==> src/rtl/t03_dpu_regfile.sv <==
// CPU register slave for t03_DPUtop: shadow registers committed to the live DPU inputs on a vsync falling edge.
// Optional build macro T03_AUTO_COMMIT_EN: commit on every frame edge regardless of the pending flag.
module t03_dpu_regfile #(
  parameter logic [31:0] BASE_ADDR  = 32'hFF000000,
  parameter logic [10:0] Y_MAX      = 11'd500,
  parameter logic [3:0]  HEALTH_MAX = 4'd9
) (
  input  logic        clk,
  input  logic        rst,
  input  logic        wen,
  input  logic        ren,
  input  logic [31:0] addr,
  input  logic [31:0] wdata,
  output logic [31:0] rdata,
  output logic        ack,
  input  logic        vsync,
  output logic [2:0]  gameState,
  output logic [1:0]  p1State,
  output logic [1:0]  p2State,
  output logic [3:0]  p1health,
  output logic [3:0]  p2health,
  output logic [10:0] x1,
  output logic [10:0] y1,
  output logic [10:0] x2,
  output logic [10:0] y2,
  output logic        p1Left,
  output logic        p2Left
);

`ifdef T03_AUTO_COMMIT_EN
  localparam logic AUTO_COMMIT = 1'b1;
`else
  localparam logic AUTO_COMMIT = 1'b0;
`endif

  typedef enum logic [2:0] {
    OFF_STATE  = 3'd0,
    OFF_P1POS  = 3'd1,
    OFF_P2POS  = 3'd2,
    OFF_COMMIT = 3'd3,
    OFF_STATUS = 3'd4
  } reg_off_e;

  typedef struct packed {
    logic [2:0]  game_state;
    logic [1:0]  p1_state;
    logic [1:0]  p2_state;
    logic [3:0]  p1_health;
    logic [3:0]  p2_health;
    logic [10:0] x1;
    logic [10:0] y1;
    logic [10:0] x2;
    logic [10:0] y2;
    logic        p1_left;
    logic        p2_left;
  } frame_regs_t;

  frame_regs_t shadow_q, shadow_d;
  frame_regs_t live_q, live_d;
  logic        pending_q, pending_d;
  logic [15:0] frame_cnt_q, frame_cnt_d;
  logic        ack_q, ack_d;
  logic [31:0] rdata_q, rdata_d;
  logic        vsync_q, vsync_d;

  logic     hit, wr_hit, rd_hit, frame_edge, do_commit;
  reg_off_e word_off;
  logic     unused_bits;

  function automatic logic [3:0] clamp_health(input logic [3:0] h);
    return (h > HEALTH_MAX) ? HEALTH_MAX : h;
  endfunction

  function automatic logic [10:0] clamp_y(input logic [10:0] y);
    return (y > Y_MAX) ? Y_MAX : y;
  endfunction

  assign hit         = (addr[31:5] == BASE_ADDR[31:5]);
  assign word_off    = reg_off_e'(addr[4:2]);
  assign wr_hit      = hit & wen;
  assign rd_hit      = hit & ren & ~wen;
  assign frame_edge  = vsync_q & ~vsync;
  assign do_commit   = frame_edge & (pending_q | AUTO_COMMIT);
  assign unused_bits = ^{addr[1:0], wdata[31:27], wdata[3]};

  always_comb begin
    shadow_d    = shadow_q;
    live_d      = live_q;
    pending_d   = pending_q;
    frame_cnt_d = frame_cnt_q;
    ack_d       = hit & (wen | ren);
    rdata_d     = '0;
    vsync_d     = vsync;

    // Commit copies shadow_q, so a write in this same cycle lands after the copy.
    if (frame_edge) begin
      frame_cnt_d = frame_cnt_q + 16'd1;
      pending_d   = 1'b0;
    end
    if (do_commit) begin
      live_d = shadow_q;
    end

    if (wr_hit) begin
      case (word_off)
        OFF_STATE: begin
          shadow_d.game_state = wdata[2:0];
          shadow_d.p1_state   = wdata[5:4];
          shadow_d.p2_state   = wdata[7:6];
          shadow_d.p1_health  = clamp_health(wdata[11:8]);
          shadow_d.p2_health  = clamp_health(wdata[15:12]);
          shadow_d.p1_left    = wdata[16];
          shadow_d.p2_left    = wdata[17];
        end
        OFF_P1POS: begin
          shadow_d.x1 = wdata[10:0];
          shadow_d.y1 = clamp_y(wdata[26:16]);
        end
        OFF_P2POS: begin
          shadow_d.x2 = wdata[10:0];
          shadow_d.y2 = clamp_y(wdata[26:16]);
        end
        OFF_COMMIT: pending_d = 1'b1;
        default: ;
      endcase
    end

    if (rd_hit) begin
      case (word_off)
        OFF_STATE: rdata_d = {14'b0, shadow_q.p2_left, shadow_q.p1_left,
                              shadow_q.p2_health, shadow_q.p1_health,
                              shadow_q.p2_state, shadow_q.p1_state,
                              1'b0, shadow_q.game_state};
        OFF_P1POS:  rdata_d = {5'b0, shadow_q.y1, 5'b0, shadow_q.x1};
        OFF_P2POS:  rdata_d = {5'b0, shadow_q.y2, 5'b0, shadow_q.x2};
        OFF_STATUS: rdata_d = {frame_cnt_q, 15'b0, pending_q};
        default:    rdata_d = '0;
      endcase
    end
  end

  always_ff @(posedge clk) begin
    if (!rst) begin
      shadow_q    <= '0;
      live_q      <= '0;
      pending_q   <= 1'b0;
      frame_cnt_q <= '0;
      ack_q       <= 1'b0;
      rdata_q     <= '0;
      vsync_q     <= 1'b1;
    end else begin
      shadow_q    <= shadow_d;
      live_q      <= live_d;
      pending_q   <= pending_d;
      frame_cnt_q <= frame_cnt_d;
      ack_q       <= ack_d;
      rdata_q     <= rdata_d;
      vsync_q     <= vsync_d;
    end
  end

  assign ack       = ack_q;
  assign rdata     = rdata_q;
  assign gameState = live_q.game_state;
  assign p1State   = live_q.p1_state;
  assign p2State   = live_q.p2_state;
  assign p1health  = live_q.p1_health;
  assign p2health  = live_q.p2_health;
  assign x1        = live_q.x1;
  assign y1        = live_q.y1;
  assign x2        = live_q.x2;
  assign y2        = live_q.y2;
  assign p1Left    = live_q.p1_left;
  assign p2Left    = live_q.p2_left;

endmodule

==> config.mk <==
export PLATFORM = sky130hd
export DESIGN_NAME = t03_dpu_regfile
export DESIGN_NICKNAME = d
export VERILOG_FILES = /design/src/rtl/t03_dpu_regfile.sv
export SDC_FILE = /design/constraint.sdc
export NUM_CORES = 1
export LEC_CHECK = 0
export ABC_CLOCK_PERIOD_IN_PS = 2100
export BUFFER_PORTS_ARGS = -buffer_cell sky130_fd_sc_hd__buf_4
export CORE_MARGIN = 2
export CORE_UTILIZATION = 40
export CTS_CLUSTER_SIZE = 28
export DETAILED_ROUTE_END_ITERATION = 10
export GPL_TIMING_DRIVEN = 0
export PLACE_DENSITY = 0.7
export SLEW_MARGIN = 0
export SYNTH_ARGS = -nofsm -noshare
export SYNTH_HDL_FRONTEND = slang
export SYNTH_SLANG_ARGS = --single-unit
export TNS_END_PERCENT = 100
==> constraint.sdc <==
create_clock -name clk -period 2.1 [get_ports clk]
set_input_delay 0.42 -clock clk [delete_from_list [all_inputs] [get_ports clk]]
set_output_delay 0.42 -clock clk [all_outputs]
set_load 0.03 [all_outputs]
[Yosys cells after proc, flatten, opt, wreduce, memory -nomap -nowiden]
Cells that the tools add are included.
Word-level totals
  output and inout port bits: 94
  register bits: 173
  input port bits: 69
Operators by class
  bitwise gates (word level): 9
  reductions and logical operators: 5
  equal/unequal tests: 5
  multiplexer cells: 7
  magnitude comparators: 3
  $add $sub $neg: 1
Operators with widths (count)
  32-bit case mux with 4 select lines: 1
  27-bit equality test, second input constant: 1
  16-bit by 1-bit adder with 16-bit output, second input constant: 1
  11-bit by 9-bit greater-than comparator with 1-bit output, second input constant: 1
  11-bit 2-to-1 mux: 1
  4-bit greater-than comparator, second input constant: 2
  4-bit 2-to-1 mux: 2
  2-bit AND reduction: 4
  1-bit bitwise AND: 6
  3-bit by 2-bit equality test with 1-bit output, second input constant: 2
  3-bit by 1-bit equality test with 1-bit output, second input constant: 1
  3-bit equality test, second input constant: 1
  3-bit logical NOT: 1
  1-bit 2-to-1 mux: 3
  1-bit inverter: 2
  1-bit OR: 1

[Logic depth before layout (Yosys ltp)]
  word-level depth: 5
  depth in mapped cells: 7
  mapped depth without buffers: 5

[Worst setup path before layout]
No wires, ideal clock.
  path kind: input to register
  start point: input addr[17]
  end point: register shadow_q[4] (netlist bit)
  path buffers: 1
  required time: 2.028 ns
  path slack: 0.426 ns
  library setup time: 0.072 ns
  arrival time: 1.602 ns
  stages on the path: 5
  path through: nor4_2 -> nand4_1 -> nor3_4 -> buf_8 -> mux2i_1
On the way
  cells in the longest elaborated chain, start to end: 3
Ends and longest elaborated chain
  from (decl): line 12  | input logic [31:0] addr,
  27-bit equality test: line 78  | assign hit = (addr[31:5] == BASE_ADDR[31:5]);
  1-bit bitwise AND: line 80  | assign wr_hit = hit & wen;
  2-bit AND reduction (no source line)
  to (signal assigned): line 152  | shadow_q <= shadow_d;
  to (decl): line 58  | frame_regs_t shadow_q, shadow_d;
No other way between the ends.
A chain may end at the register's enable or synchronous reset.

[Worst setup path after layout]
  start point: register vsync_q
  end point: register live_q, in the netlist p1State[0]
On the way
  cells in the longest elaborated chain, start to end: 2
Ends and longest elaborated chain
  from (decl): line 64  | logic vsync_q, vsync_d;
  from (signal assigned): line 158  | vsync_q <= vsync_d;
  1-bit bitwise AND: line 82  | assign frame_edge = vsync_q & ~vsync;
  1-bit bitwise AND: line 83  | assign do_commit = frame_edge & (pending_q | AUTO_COMMIT);
  to (signal assigned): line 153  | live_q <= live_d;
  to (decl): line 59  | frame_regs_t live_q, live_d;
No other way between the ends.

==> flow_summary.yaml <==
status:
  status: "finished clean"
synth:
  yosysSeqAreaShare: 0.5007
  synth_edf_count: 0
  netlist_instances: 769
  syn_area_per_cell_um2: 8.994
  synth_area_leader_cell: "dfxtp_1"
  muxShareOfSynthArea: 0.1015
  synth_fa_ha_area_frac: 0.001809
  synth_nets: 839
  synth_top_family_by_area: "simple AND/OR/NAND/NOR gates"
  synth_compound_area_frac: 0.1000
  synth-xor-area-share: 0.01140
  yosysUniqueCellTypes: 57
  ys_warn_count: 0
  ys_ff_latch: 173
  synthesis.area_um2: 6917
  synthSimpleGateAreaFrac: 0.2364
  yosysTopAreaCellShare: 0.5007
  synthTopCellsByArea: "dfxtp_1, nand2_1, mux2i_1, a21oi_1, nor2_1"
  ys_dominant_reg_cell: "dfxtp_1"
  async_flop_share: 0
critical_path:
  slowest_stage: "nand2_1"
  crit_chain: "nor2b_1, clkbuf_1, nand2_1, clkbuf_1, nand2_1, a21oi_1"
  worstSetupEndpointType: "register"
  crit_fanout: 10
  required_ns: 2.39
  cpPeakStageDelay_ns: 0.37
  start_kind: "register"
  path_delay_family: "buffers and inverters"
  arrival_ns: 2.14
  critPathKind: "reg -> reg"
  crit_buf_inv: 2
sta:
  rsz0062_at_grt: "false"
  hold_viol: 0
  fin_skew_ns: 0.01694
  whs_ns: 0.2125
  slew_headroom: 0.5023
  worst_pin_slew_ns: 0.7368
  layout_min_cycle_time_ns: 1.855
  fmax_mhz: 539.0
  drv_slew: 0
  fin_crit_sh: 0.8835
  tns_ns: 0
  setup_viol: 0
detailed_routing:
  remaining_drc_errors: 0
  wl_met2_um: 9283
  wl_per_cell_um: 16.99
  drt-met1-wl_um: 9189
  highest_layer: "met4"
  ant_nets: 0
  initialDrtViolationCount: 522
  met3_length_um: 1260
  wirelength_um: 20040
  viasPerCell: 5.152
  dr_total_vias: 6074
  dr.pass1.iters: 5
grt:
  grt_pass1_vias: 5818
  antenna_found_initial: 0
  grt_max_degree: 17
  grt_overflow: 0
  grt_use_total: 0.2211
  grt_pass1_wl_um: 30950
die:
  start_util: 0.4041
  design.core.area_um2: 17120
  ios: 163
  placementRows: 48
  die_w_um: 135.5
  fp.dieH_um: 135.5
  die_area_um2: 18360
clock_network:
  h-tree-depth: 4
  postCtsSetupRepairBufs: 0
  root_buffer: "clkbuf_16"
  cts_buffers: 17
  cts_hold_buf: 0
  cts.path.max_buffers: 2
  clkLatencyLatePin_ns: 0.44
  clk_pin_slew_ns: 0.06
  cts.sinks: 173
  tritoncts: "yes"
  ctsResizeCount: 0
cells_and_area:
  fin_area_um2: 8937
  diodes: 0
  fin_util: 0.5221
  final_net_count: 1011
  instances_no_fill: 1179
  fill_cells: 1613
  area_growth_pct: 29.21
  layout-drive-gt1-share: 0.2516
power:
  power_density_nw_per_um2: 756.9
  power.leakage_nw: 3.346
  peakVddDrop_uv: 609.4
run:
  drv_cap: 0
min_path:
  hp-class: "in -> reg"
placed_design:
  placed_area_um2: 8347
  dp.cells: 1147
  gp_congestion: 0.8537
  dp_hpwl_um: 14800
  io_buffers: 153
flip-flops by register name (all words and copies together), names as in the netlist, 2 cells and up:
register	flops
shadow_q	61
y1	11
p1health	4
rdata	32
y2	11
x1	11
p2State	2
p2health	4
frame_cnt_q	16
p1State	2
gameState	3
x2	11
metrics by stage:
stage | setup slack [ns] | total power, mW
CTS | 0.2679 | 6.800
detailed placement | -0.1005 | 3.669
global route | 0.07249 | 6.936
global placement | -0.07890 | 3.666
floorplan | 0.4261 | 3.502
finish | 0.2446 | 6.764
per-layer routing:
| layer | vias up | GRT usage |
|---|---|---|
| met5 | - | 0 |
| met4 | 0 | 0.07234 |
| met3 | 19 | 0.04602 |
| met2 | 200 | 0.3618 |
| met1 | 2892 | 0.2926 |
| li1 | 2963 | - |
kinds of logic (layout without fill, tap and decap cells):
family          count (synthesis)  in the layout
compound gates                122            122
simple gates                  338            338
xor+xnor                        9              9
mux                            70             70
fa+ha+maj                       1              1
buf+inv                        56            241
flops                         173            173
placed cells by master (no fill, tap or decap), drive strengths merged, types with 2 or more instances in the layout:
cell type      n
nor4b         10
nor4           5
nand2b         2
or3            2
dfxtp        173
clkinv         5
buf          177
nand4          8
nand2        219
and2           3
a22oi         11
nor3b          5
and4b          3
nor2          36
xor2           8
or4            4
and3           4
bufinv         2
clkinvlp       2
inv            5
a2bb2oi        4
nand3          9
o21a           2
clkbuf        47
o31ai          8
and2b          2
and4           4
mux2i         69
or2           11
a21oi         87
o21ai          5
nor3           3
nor2b          5
dlygate4sd1    2
final timing paths:
| path | depth (start not counted) | end | slack (ns) | from |
|---|---|---|---|---|
| max | 6 | p1State[0]$_SDFFE_PN0P_ | 0.24 | vsync_q$_SDFF_PN1_ |
| min | 2 | vsync_q$_SDFF_PN1_ | 0.21 | vsync |
| max reg2reg | 6 | p1State[0]$_SDFFE_PN0P_ | 0.24 | vsync_q$_SDFF_PN1_ |
| min reg2reg | 2 | x1[6]$_SDFFE_PN0P_ | 0.46 | x1[6]$_SDFFE_PN0P_ |
synthesized netlist by cell type (all sizes together) (2+ instances only):
cell type,count
nor3,3
clkbuf,27
nor2,36
dlygate4sd1,2
nor2b,5
a22oi,11
and3,4
o21a,2
nand2,219
nand4,8
or3,2
mux2i,69
nor3b,5
nor4,5
and4,4
o31ai,8
a2bb2oi,4
and2b,2
a21oi,87
or2,11
buf,24
o21ai,5
dfxtp,173
nand2b,2
inv,2
or4,4
nor4b,10
nand3,9
and4b,3
xor2,8
and2,3
worst reg2reg max path: stages, from the launching register on:
cell and delay (ns):
dfxtp_1 0.34, nor2b_1 0.12, clkbuf_1 0.30, nand2_1 0.37, clkbuf_1 0.37, nand2_1 0.14
a21oi_1 0.07
area by class of cell:
| class | instances | area [um^2] | area share |
|---|---|---|---|
| flip-flops and latches | 173 | 3463 | 0.3875 |
| clock buffers | 20 | 456.7 | 0.05110 |
| clock inverters | 12 | 133.9 | 0.01498 |
| plain buffers | 54 | 325.3 | 0.03640 |
| inverters | 2 | 7.507 | 0.0008400 |
| repair buffers | 153 | 1149 | 0.1285 |
| multi-input cells | 540 | 3120 | 0.3492 |
| well taps | 225 | 281.5 | 0.03150 |
power breakdown:
part           internal [mW]  total [mW]  switching, mW
Sequential              3.28        3.29        0.00502
Clock                   1.82        3.17           1.34
Combinational          0.124       0.309          0.185
Total                   5.23        6.76           1.53
(Power assumes the default switching activity.)
